File: config.mk
export PLATFORM = sky130hd
export DESIGN_NAME = lot_counter_flat
export DESIGN_NICKNAME = d
export VERILOG_FILES = /design/src/rtl/lot_counter_pkg.sv /design/src/rtl/lot_counter_if.sv /design/src/rtl/lot_counter_car_detect.sv /design/src/rtl/lot_counter.sv /design/src/flat_wrapper.sv
export SDC_FILE = /design/constraint.sdc
export NUM_CORES = 1
export LEC_CHECK = 0
export CAP_MARGIN = 20
export CORE_UTILIZATION = 43
export DETAILED_ROUTE_END_ITERATION = 12
export PLACE_DENSITY = 0.65
export SYNTH_ARGS = -nofsm -noshare
export SYNTH_HDL_FRONTEND = slang
export SYNTH_SLANG_ARGS = --single-unit
File: constraint.sdc
create_clock -name clk -period 3.1 [get_ports clk]
set_input_delay 0.93 -clock clk [delete_from_list [all_inputs] [get_ports clk]]
set_output_delay 0.93 -clock clk [all_outputs]
set_load 0.005 [all_outputs]
File: src/rtl/lot_counter_pkg.sv
// Shared types and constants for the parking-lot occupancy tracker.
package lot_pkg;

    localparam int LOT_CAPACITY = 25;
    localparam int LOT_WIDTH    = 5;

    // Synchronized sensor pair {a_s, b_s}; 1 means the beam is blocked.
    localparam logic [1:0] AB_NONE  = 2'b00;
    localparam logic [1:0] AB_INNER = 2'b01;
    localparam logic [1:0] AB_OUTER = 2'b10;
    localparam logic [1:0] AB_BOTH  = 2'b11;

    // Direction detector states: E* walk the entry path, X* the exit path.
    typedef enum logic [2:0] {
        ST_IDLE = 3'd0,
        ST_E1   = 3'd1,
        ST_E2   = 3'd2,
        ST_E3   = 3'd3,
        ST_X1   = 3'd4,
        ST_X2   = 3'd5,
        ST_X3   = 3'd6
    } lot_state_t;

endpackage

File: src/rtl/lot_counter_if.sv
// Sensor inputs and occupancy outputs of the lot counter, bundled as one port.
interface lot_counter_if #(
    parameter int WIDTH = lot_pkg::LOT_WIDTH
);
    logic             a;
    logic             b;
    logic [WIDTH-1:0] num;
    logic             enter;
    logic             exit;
    logic             full;
    logic             empty;

    // master drives the sensors and watches the count; slave is the counter.
    modport master (
        output a,
        output b,
        input  num,
        input  enter,
        input  exit,
        input  full,
        input  empty
    );

    modport slave (
        input  a,
        input  b,
        output num,
        output enter,
        output exit,
        output full,
        output empty
    );
endinterface

File: src/rtl/lot_counter_car_detect.sv
// Sensor synchronizer plus direction FSM: turns the two beam sensors into
// single-cycle enter/exit events. enter_next/exit_next are the unregistered
// events, so the counter can update on the same edge the pulses appear.
module car_detect
    import lot_pkg::*;
(
    input  logic clk,
    input  logic reset,
    input  logic a,
    input  logic b,
    output logic enter,
    output logic exit,
    output logic enter_next,
    output logic exit_next
);

    logic [1:0] raw;
    logic [1:0] ab;

    assign raw = {a, b};

    // Two-flop synchronizer per sensor bit.
    generate
        for (genvar gi = 0; gi < 2; gi++) begin : g_sync
            logic sync1_reg;
            logic sync2_reg;

            // Shift the raw sensor level through two flops.
            always_ff @(posedge clk) begin
                if (reset) begin
                    sync1_reg <= 1'b0;
                    sync2_reg <= 1'b0;
                end else begin
                    sync1_reg <= raw[gi];
                    sync2_reg <= sync1_reg;
                end
            end

            assign ab[gi] = sync2_reg;
        end
    endgenerate

    lot_state_t state_reg;
    lot_state_t state_next;
    logic       enter_reg;
    logic       exit_reg;

    // State register and registered event pulses.
    always_ff @(posedge clk) begin
        if (reset) begin
            state_reg <= ST_IDLE;
            enter_reg <= 1'b0;
            exit_reg  <= 1'b0;
        end else begin
            state_reg <= state_next;
            enter_reg <= enter_next;
            exit_reg  <= exit_next;
        end
    end

    // Next-state decode; patterns not listed for a state leave it unchanged.
    always_comb begin
        state_next = state_reg;
        enter_next = 1'b0;
        exit_next  = 1'b0;
        case (state_reg)
            ST_IDLE: begin
                if (ab == AB_OUTER)      state_next = ST_E1;
                else if (ab == AB_INNER) state_next = ST_X1;
            end
            ST_E1: begin
                if (ab == AB_BOTH)       state_next = ST_E2;
                else if (ab == AB_NONE)  state_next = ST_IDLE;
            end
            ST_E2: begin
                if (ab == AB_INNER)      state_next = ST_E3;
                else if (ab == AB_OUTER) state_next = ST_E1;
                else if (ab == AB_NONE)  state_next = ST_IDLE;
            end
            ST_E3: begin
                if (ab == AB_NONE) begin
                    state_next = ST_IDLE;
                    enter_next = 1'b1;
                end else if (ab == AB_BOTH) begin
                    state_next = ST_E2;
                end
            end
            ST_X1: begin
                if (ab == AB_BOTH)       state_next = ST_X2;
                else if (ab == AB_NONE)  state_next = ST_IDLE;
            end
            ST_X2: begin
                if (ab == AB_OUTER)      state_next = ST_X3;
                else if (ab == AB_INNER) state_next = ST_X1;
                else if (ab == AB_NONE)  state_next = ST_IDLE;
            end
            ST_X3: begin
                if (ab == AB_NONE) begin
                    state_next = ST_IDLE;
                    exit_next  = 1'b1;
                end else if (ab == AB_BOTH) begin
                    state_next = ST_X2;
                end
            end
            default: state_next = ST_IDLE;
        endcase
    end

    assign enter = enter_reg;
    assign exit  = exit_reg;

endmodule

File: src/rtl/lot_counter.sv
// Parking-lot occupancy tracker: direction detector feeding a saturating
// occupancy counter with full/empty flags.
module lot_counter
    import lot_pkg::*;
#(
    parameter int CAPACITY = LOT_CAPACITY,
    parameter int WIDTH    = LOT_WIDTH
) (
    input  logic          clk,
    input  logic          reset,
    lot_counter_if.slave  bus
);

    localparam logic [WIDTH-1:0] CAP_W = WIDTH'(CAPACITY);
    localparam logic [WIDTH-1:0] ONE_W = WIDTH'(1);

    logic             enter_ev;
    logic             exit_ev;
    logic [WIDTH-1:0] num_reg;
    logic [WIDTH-1:0] num_next;

    car_detect u_detect (
        .clk        (clk),
        .reset      (reset),
        .a          (bus.a),
        .b          (bus.b),
        .enter      (bus.enter),
        .exit       (bus.exit),
        .enter_next (enter_ev),
        .exit_next  (exit_ev)
    );

    // Saturating count: events at the limits still pulse but leave num alone.
    always_comb begin
        num_next = num_reg;
        if (enter_ev && (num_reg < CAP_W)) begin
            num_next = num_reg + ONE_W;
        end else if (exit_ev && (num_reg != '0)) begin
            num_next = num_reg - ONE_W;
        end
    end

    // Occupancy register; reset wins over any event in the same cycle.
    always_ff @(posedge clk) begin
        if (reset) begin
            num_reg <= '0;
        end else begin
            num_reg <= num_next;
        end
    end

    assign bus.num   = num_reg;
    assign bus.full  = (num_reg == CAP_W);
    assign bus.empty = (num_reg == '0);

endmodule

File: src/flat_wrapper.sv
// flat-port wrapper written by rule: the top's interface ports become plain ports
module lot_counter_flat import lot_pkg::*;
#(
    parameter int CAPACITY = LOT_CAPACITY,
    parameter int WIDTH    = LOT_WIDTH
)
  (clk, reset, bus_a, bus_b, bus_num, bus_enter, bus_exit, bus_full, bus_empty);
  lot_counter_if #(.WIDTH(WIDTH)) bus_i ();
  input  logic clk;
  input  logic reset;
  input wire logic [$bits(bus_i.a)-1:0] bus_a;
  input wire logic [$bits(bus_i.b)-1:0] bus_b;
  output wire logic [$bits(bus_i.num)-1:0] bus_num;
  output wire logic [$bits(bus_i.enter)-1:0] bus_enter;
  output wire logic [$bits(bus_i.exit)-1:0] bus_exit;
  output wire logic [$bits(bus_i.full)-1:0] bus_full;
  output wire logic [$bits(bus_i.empty)-1:0] bus_empty;
  assign bus_i.a = bus_a;
  assign bus_i.b = bus_b;
  assign bus_num = bus_i.num;
  assign bus_enter = bus_i.enter;
  assign bus_exit = bus_i.exit;
  assign bus_full = bus_i.full;
  assign bus_empty = bus_i.empty;
  lot_counter #(.CAPACITY(CAPACITY), .WIDTH(WIDTH)) u_core (.clk(clk), .reset(reset), .bus(bus_i));
endmodule
; Word-level counts from Yosys, hierarchy flattened
; Index checks and enable logic that the tools add are counted.
[totals]
elab_cells = 51
out_inout_bits = 9
ff_bits = 14
in_bits = 4
[classes]
magnitude_cmp = 1
reduce_logical = 8
add_sub_neg = 2
n_mux = 19
eq_ne = 13
[op_table]
columns = cell, n
row1 = 3-bit two-way mux, 13
row2 = 3-bit case mux with 7 select lines, 1
row3 = 5-bit two-way mux, 2
row4 = "3-bit equality test, second input constant", 3
row5 = "3-bit inequality test, second input constant", 3
row6 = "3-bit by 2-bit equality test with 1-bit output, second input constant", 2
row7 = "5-bit by 1-bit adder with 5-bit output, second input constant", 1
row8 = "5-bit equality test, second input constant", 1
row9 = 5-bit zero test, 1
row10 = "5-bit < comparator, second input constant", 1
row11 = 5-bit nonzero test, 1
row12 = "5-bit by 1-bit subtractor with 5-bit output, second input constant", 1
row13 = "2-bit equality test, second input constant", 2
row14 = "3-bit by 1-bit equality test with 1-bit output, second input constant", 1
row15 = 3-bit zero test, 1
row16 = 1-bit two-way mux, 3
row17 = 3-bit AND reduction, 1
row18 = "2-bit by 1-bit equality test with 1-bit output, second input constant", 1
row19 = 1-bit logical AND, 2
row20 = 2-bit zero test, 1
row21 = 2-bit nonzero test, 1

; Logic depth before layout (Yosys ltp)
[logic_depth]
word_depth = 6
depth_mapped = 10
mapped_depth_nobuf = 10

; Modules after synthesis
; A second synthesis with hierarchy kept.
[hier_totals]
hier_cells = 108
area_unflattened_um2 = 938.4
[modules_own_cells]
columns = module, area_each_um2, instances, cells_each, seq_area_each_um2
row1 = car_detect, 585.6, 1, 69, 180.2
row2 = lot_counter, 352.8, 1, 39, 100.1

; Worst setup path after synthesis
; No wires, ideal clock.
[synth_timing]
kind = register -> register
startpoint = reg u_core.num_reg[0], in the netlist u_core.bus.num[0]
endpoint = reg u_core.num_reg[3], in the netlist u_core.bus.num[3]
required_ps = 3029
n_path_buf = 0
path_stages_with_launch = 9
setup_time_ps = 71
arrival_time_ps = 2199
synth_period_minus_slack_ps = 2270
setup_slack_ps = 830
path_cell_list = dfxtp_1 > or3_4 > a311oi_4 > inv_2 > ha_1 > a211oi_1 > o21a_1 > o22ai_1 > a21oi_1
[synth_via]
elab_chain_len = 3
word_cells_on_any_way = 9
cone_classes = add/sub (2) / order compare (1) / mux (2) / reduce/logical (4)
[synth_rtl]
columns = element, line
row1 = "start, declared", lot_counter.sv:19  ; logic [WIDTH-1:0] num_reg;
row2 = "start signal, assigned", lot_counter.sv:48  ; num_reg <= num_next;
row3 = 5-bit by 1-bit subtractor with 5-bit output (tied with other cells), lot_counter.sv:39  ; num_next = num_reg - ONE_W;
row4 = 5-bit two-way mux (tied with other cells), lot_counter.sv:38  ; end else if (exit_ev && (num_reg != '0)) begin
row5 = 5-bit two-way mux / 2-bit nonzero test (equally long branches), n/a
; Several ways; a longest one is shown, not always the timed one. The select of a mux whose other input is x is not followed.
; A chain may end at the register's enable or synchronous reset.

; Final worst setup path
[layout_timing]
startpoint = reg u_core.num_reg[0], in the netlist u_core.bus.num[0]
endpoint = out bus_empty
[layout_via]
elab_chain_len = 1
[layout_rtl]
columns = element, line
row1 = 5-bit zero test, lot_counter.sv:54  ; assign bus.empty = (num_reg == '0);
row2 = "end, declared", flat_wrapper.sv:17  ; output wire logic [$bits(bus_i.empty)-1:0] bus_empty;
; No other way between the ends.

==> results.sh <==
export IMPL_drt_initial_drc_count=15
export IMPL_grt_overflow=0
export IMPL_nNetsFinal=129
export IMPL_seq_power_share_pct=58.7
export IMPL_ant_nets=0
export IMPL_clock_skew_ns=0.00258
export IMPL_p_clk_share_pct=31.9
export IMPL_core_area_sq_um=1980
export IMPL_cts_tree="yes"
export IMPL_crit_chain="or3_4, nor3_1, clkdlybuf4s50_1"
export IMPL_swShare_pct=24.4
export IMPL_postCtsSetupBuffers=0
export IMPL_clk_pin_slew_worst_paths_ns=0.08
export IMPL_antenna_cells=0
export IMPL_synth_edf_count=0
export IMPL_drc=0
export IMPL_die_y_um=48.0
export IMPL_grt_pass1_wl_mm=2.95
export IMPL_synth_cell_types=40
export IMPL_syn_inst=104
export IMPL_synth_ff_type="dfxtp_1"
export IMPL_synth_warnings=0
export IMPL_power_density_nw_per_um2=301
export IMPL_max_freq_ghz=0.369
export IMPL_startpoint_type="flop"
export IMPL_crit_slowest_cell="clkdlybuf4s50_1"
export IMPL_dr_pass1_iters=4
export IMPL_pre_cts_slack_ns=0.567
export IMPL_p_leak_nw=0.387
export IMPL_grt_usage_pct=18.7
export IMPL_crit_required_ns=2.17
export IMPL_final_area_sq_um=1070
export IMPL_antenna_found_initial=0
export IMPL_rsz0062_at_grt="false"
export IMPL_routed_wl_mm=1.83
export IMPL_p_comb_share_pct=9.4
export IMPL_rows=16
export IMPL_p_int_w=0.000243
export IMPL_p_sw_w=0.0000785
export IMPL_dieArea_sq_um=2300
export IMPL_place_hpwl_mm=1.35
export IMPL_hold_depth=1
export IMPL_synth_top_cell_by_area="dfxtp_1"
export IMPL_ios=13
export IMPL_p_total_w=0.000322
export IMPL_post_cts_resized=0
export IMPL_dpl_cell_area_sq_um=1050
export IMPL_hold_viol=0
export IMPL_wl_per_cell_um=12.9
export IMPL_finalWorstSetupSlack_ns=0.390
export IMPL_clk_latency_ns=0.28
export IMPL_start_util_pct=45.8
export IMPL_syn_area_per_cell_sq_um=8.73
export IMPL_grt_max_degree=17
export IMPL_grt_pass1_vias=710
export IMPL_cp_end_kind="primary output"
export IMPL_synth_area_sq_um=908
export IMPL_crit_fanout=7
export IMPL_final_layout_size_suffix_gt1_share_pct=8.70
export IMPL_yosysTopAreaCellShare_pct=30.9
export IMPL_fin_crit_sh_pct=87.4
export IMPL_worst_slew_pin_slew_ns=0.581
export IMPL_portBuffers=12
export IMPL_yosysSeqAreaShare_pct=30.9
export IMPL_fin_crit_ns=2.71
export IMPL_worst_path_largest_cell_delay_ns=0.52
export IMPL_async_flop_share_pct=0
export IMPL_areaGrowthSynthToFinish_pct=17.8
export IMPL_die_width_um=48.0
export IMPL_drv_cap=0
export IMPL_status="complete, no violations"
export IMPL_cts_sinks=14
export IMPL_setup_violations_final=0
export IMPL_hold_path_class="flop to flop"
export IMPL_setup_worst_path_class="flop to primary output"
export IMPL_cts_root_buf="clkbuf_4"
export IMPL_yosys_register_bits=14
export IMPL_vias=835
export IMPL_yosys_top_cells_area="dfxtp_1, ha_1, nor3_1"
export IMPL_nFillCells=186
export IMPL_gp_congestion=0.775
export IMPL_ir_worst_vdd_uv=224
export IMPL_cts_buffers=3
export IMPL_largest_register_ffs=5
export IMPL_critical_path_arrival_ns=1.78
export IMPL_r2r_cells=10
export IMPL_cts_buffer_depth=2
export IMPL_vias_per_cell=5.88
export IMPL_relSlewSlack_pct=61.1
export IMPL_drv_slew=0
export IMPL_synth_nets=116
export IMPL_tns_ns=0
export IMPL_htreeDepth=1
export IMPL_hold_buffers=0
-- routing by layer --
metal / global-route usage, % / share of wire [%] / vias to the layer above
li1: - / - / 413
met1: 22.1 / 45 / 383
met2: 30.5 / 47 / 32
met3: 7.17 / 5.0 / 7
met4: 7.22 / 2.3 / 0
met5: 0 / 0 / -
-- cell families after synthesis --
kind of cell / share of synthesized area (%)
AND/OR/NAND/NOR: 28.8
AO/OA/AOI/OAI: 21.8
flip-flops: 30.9
buffers and inverters: 3.30
adder cells (fa/ha/maj): 11.8
XOR/XNOR: 0.964
multiplexers: 2.48
-- power groups by stage --
| stage | Sequential, W | Combinational [W] | Clock [W] |
|---|---|---|---|
| final | 0.000189 | 0.0000304 | 0.000103 |
| after global placement | 0.000193 | 0.0000302 | 0 |
| after global routing | 0.000190 | 0.0000344 | 0.000116 |
| after floorplan | 0.000189 | 0.0000247 | 0 |
| after detailed placement | 0.000193 | 0.0000304 | 0 |
| after CTS | 0.000189 | 0.0000306 | 0.000107 |
-- cell usage in the layout, fill, tap and decap left out, types with 2 or more instances in the layout --
cell type / count
ha_1: 7
clkdlybuf4s50_1: 12
clkbuf_4: 3
nand2b_1: 3
nand2_1: 4
nor3_1: 9
a32oi_1: 2
nor2b_1: 7
and2_1: 2
nand3_1: 6
nand4_1: 3
dfxtp_1: 14
inv_1: 3
a21oi_1: 6
nor2_1: 8
-- metrics by stage --
stage	util (%)	hold WS, ns	cells
finish	54.0	0.437	142
global route	54.0	0.477	142
CTS	54.0	0.442	142
detailed placement	52.8	0.423	139
global placement	52.8	0.426	139
floorplan	-	0.414	104
-- synthesized netlist by cell type, types with 2 or more instances --
master,number
nand2b_1,3
inv_1,3
nor3_1,9
a21oi_1,6
ha_1,7
nand3_1,6
a32oi_1,2
dfxtp_1,14
nand2_1,4
and2_1,2
nor2b_1,7
nand4_1,3
nor2_1,8
clkbuf_1,4
-- worst max-delay path, delay by kind of cell (launching register included) --
family	cells	cell delay [ns]
flip-flops	1	0.39
buffers and inverters	1	0.52
AND/OR/NAND/NOR	2	0.59
-- cell type report --
class                      count  area, sq um  area share, %
tap                           27         33.8           3.16
inverter                       4         15.0           1.40
multi-input combinational     82          598           55.9
sequential                    14          280           26.2
timing repair buffer          12          120           11.2
clock buffer                   3         22.5           2.11
-- final timing paths --
check,start,to,slack [ns]
worst max-delay path,u_core.bus.num[0],bus_empty,0.39
worst min-delay path,u_core.u_detect.g_sync[0].sync1_reg,u_core.u_detect.g_sync[0].sync2_reg,0.44
worst max register to register,u_core.u_detect.g_sync[0].sync2_reg,u_core.bus.num[3],0.54
worst min register to register,u_core.u_detect.g_sync[0].sync1_reg,u_core.u_detect.g_sync[0].sync2_reg,0.44
No activity file was read; power rests on OpenSTA's default activity.
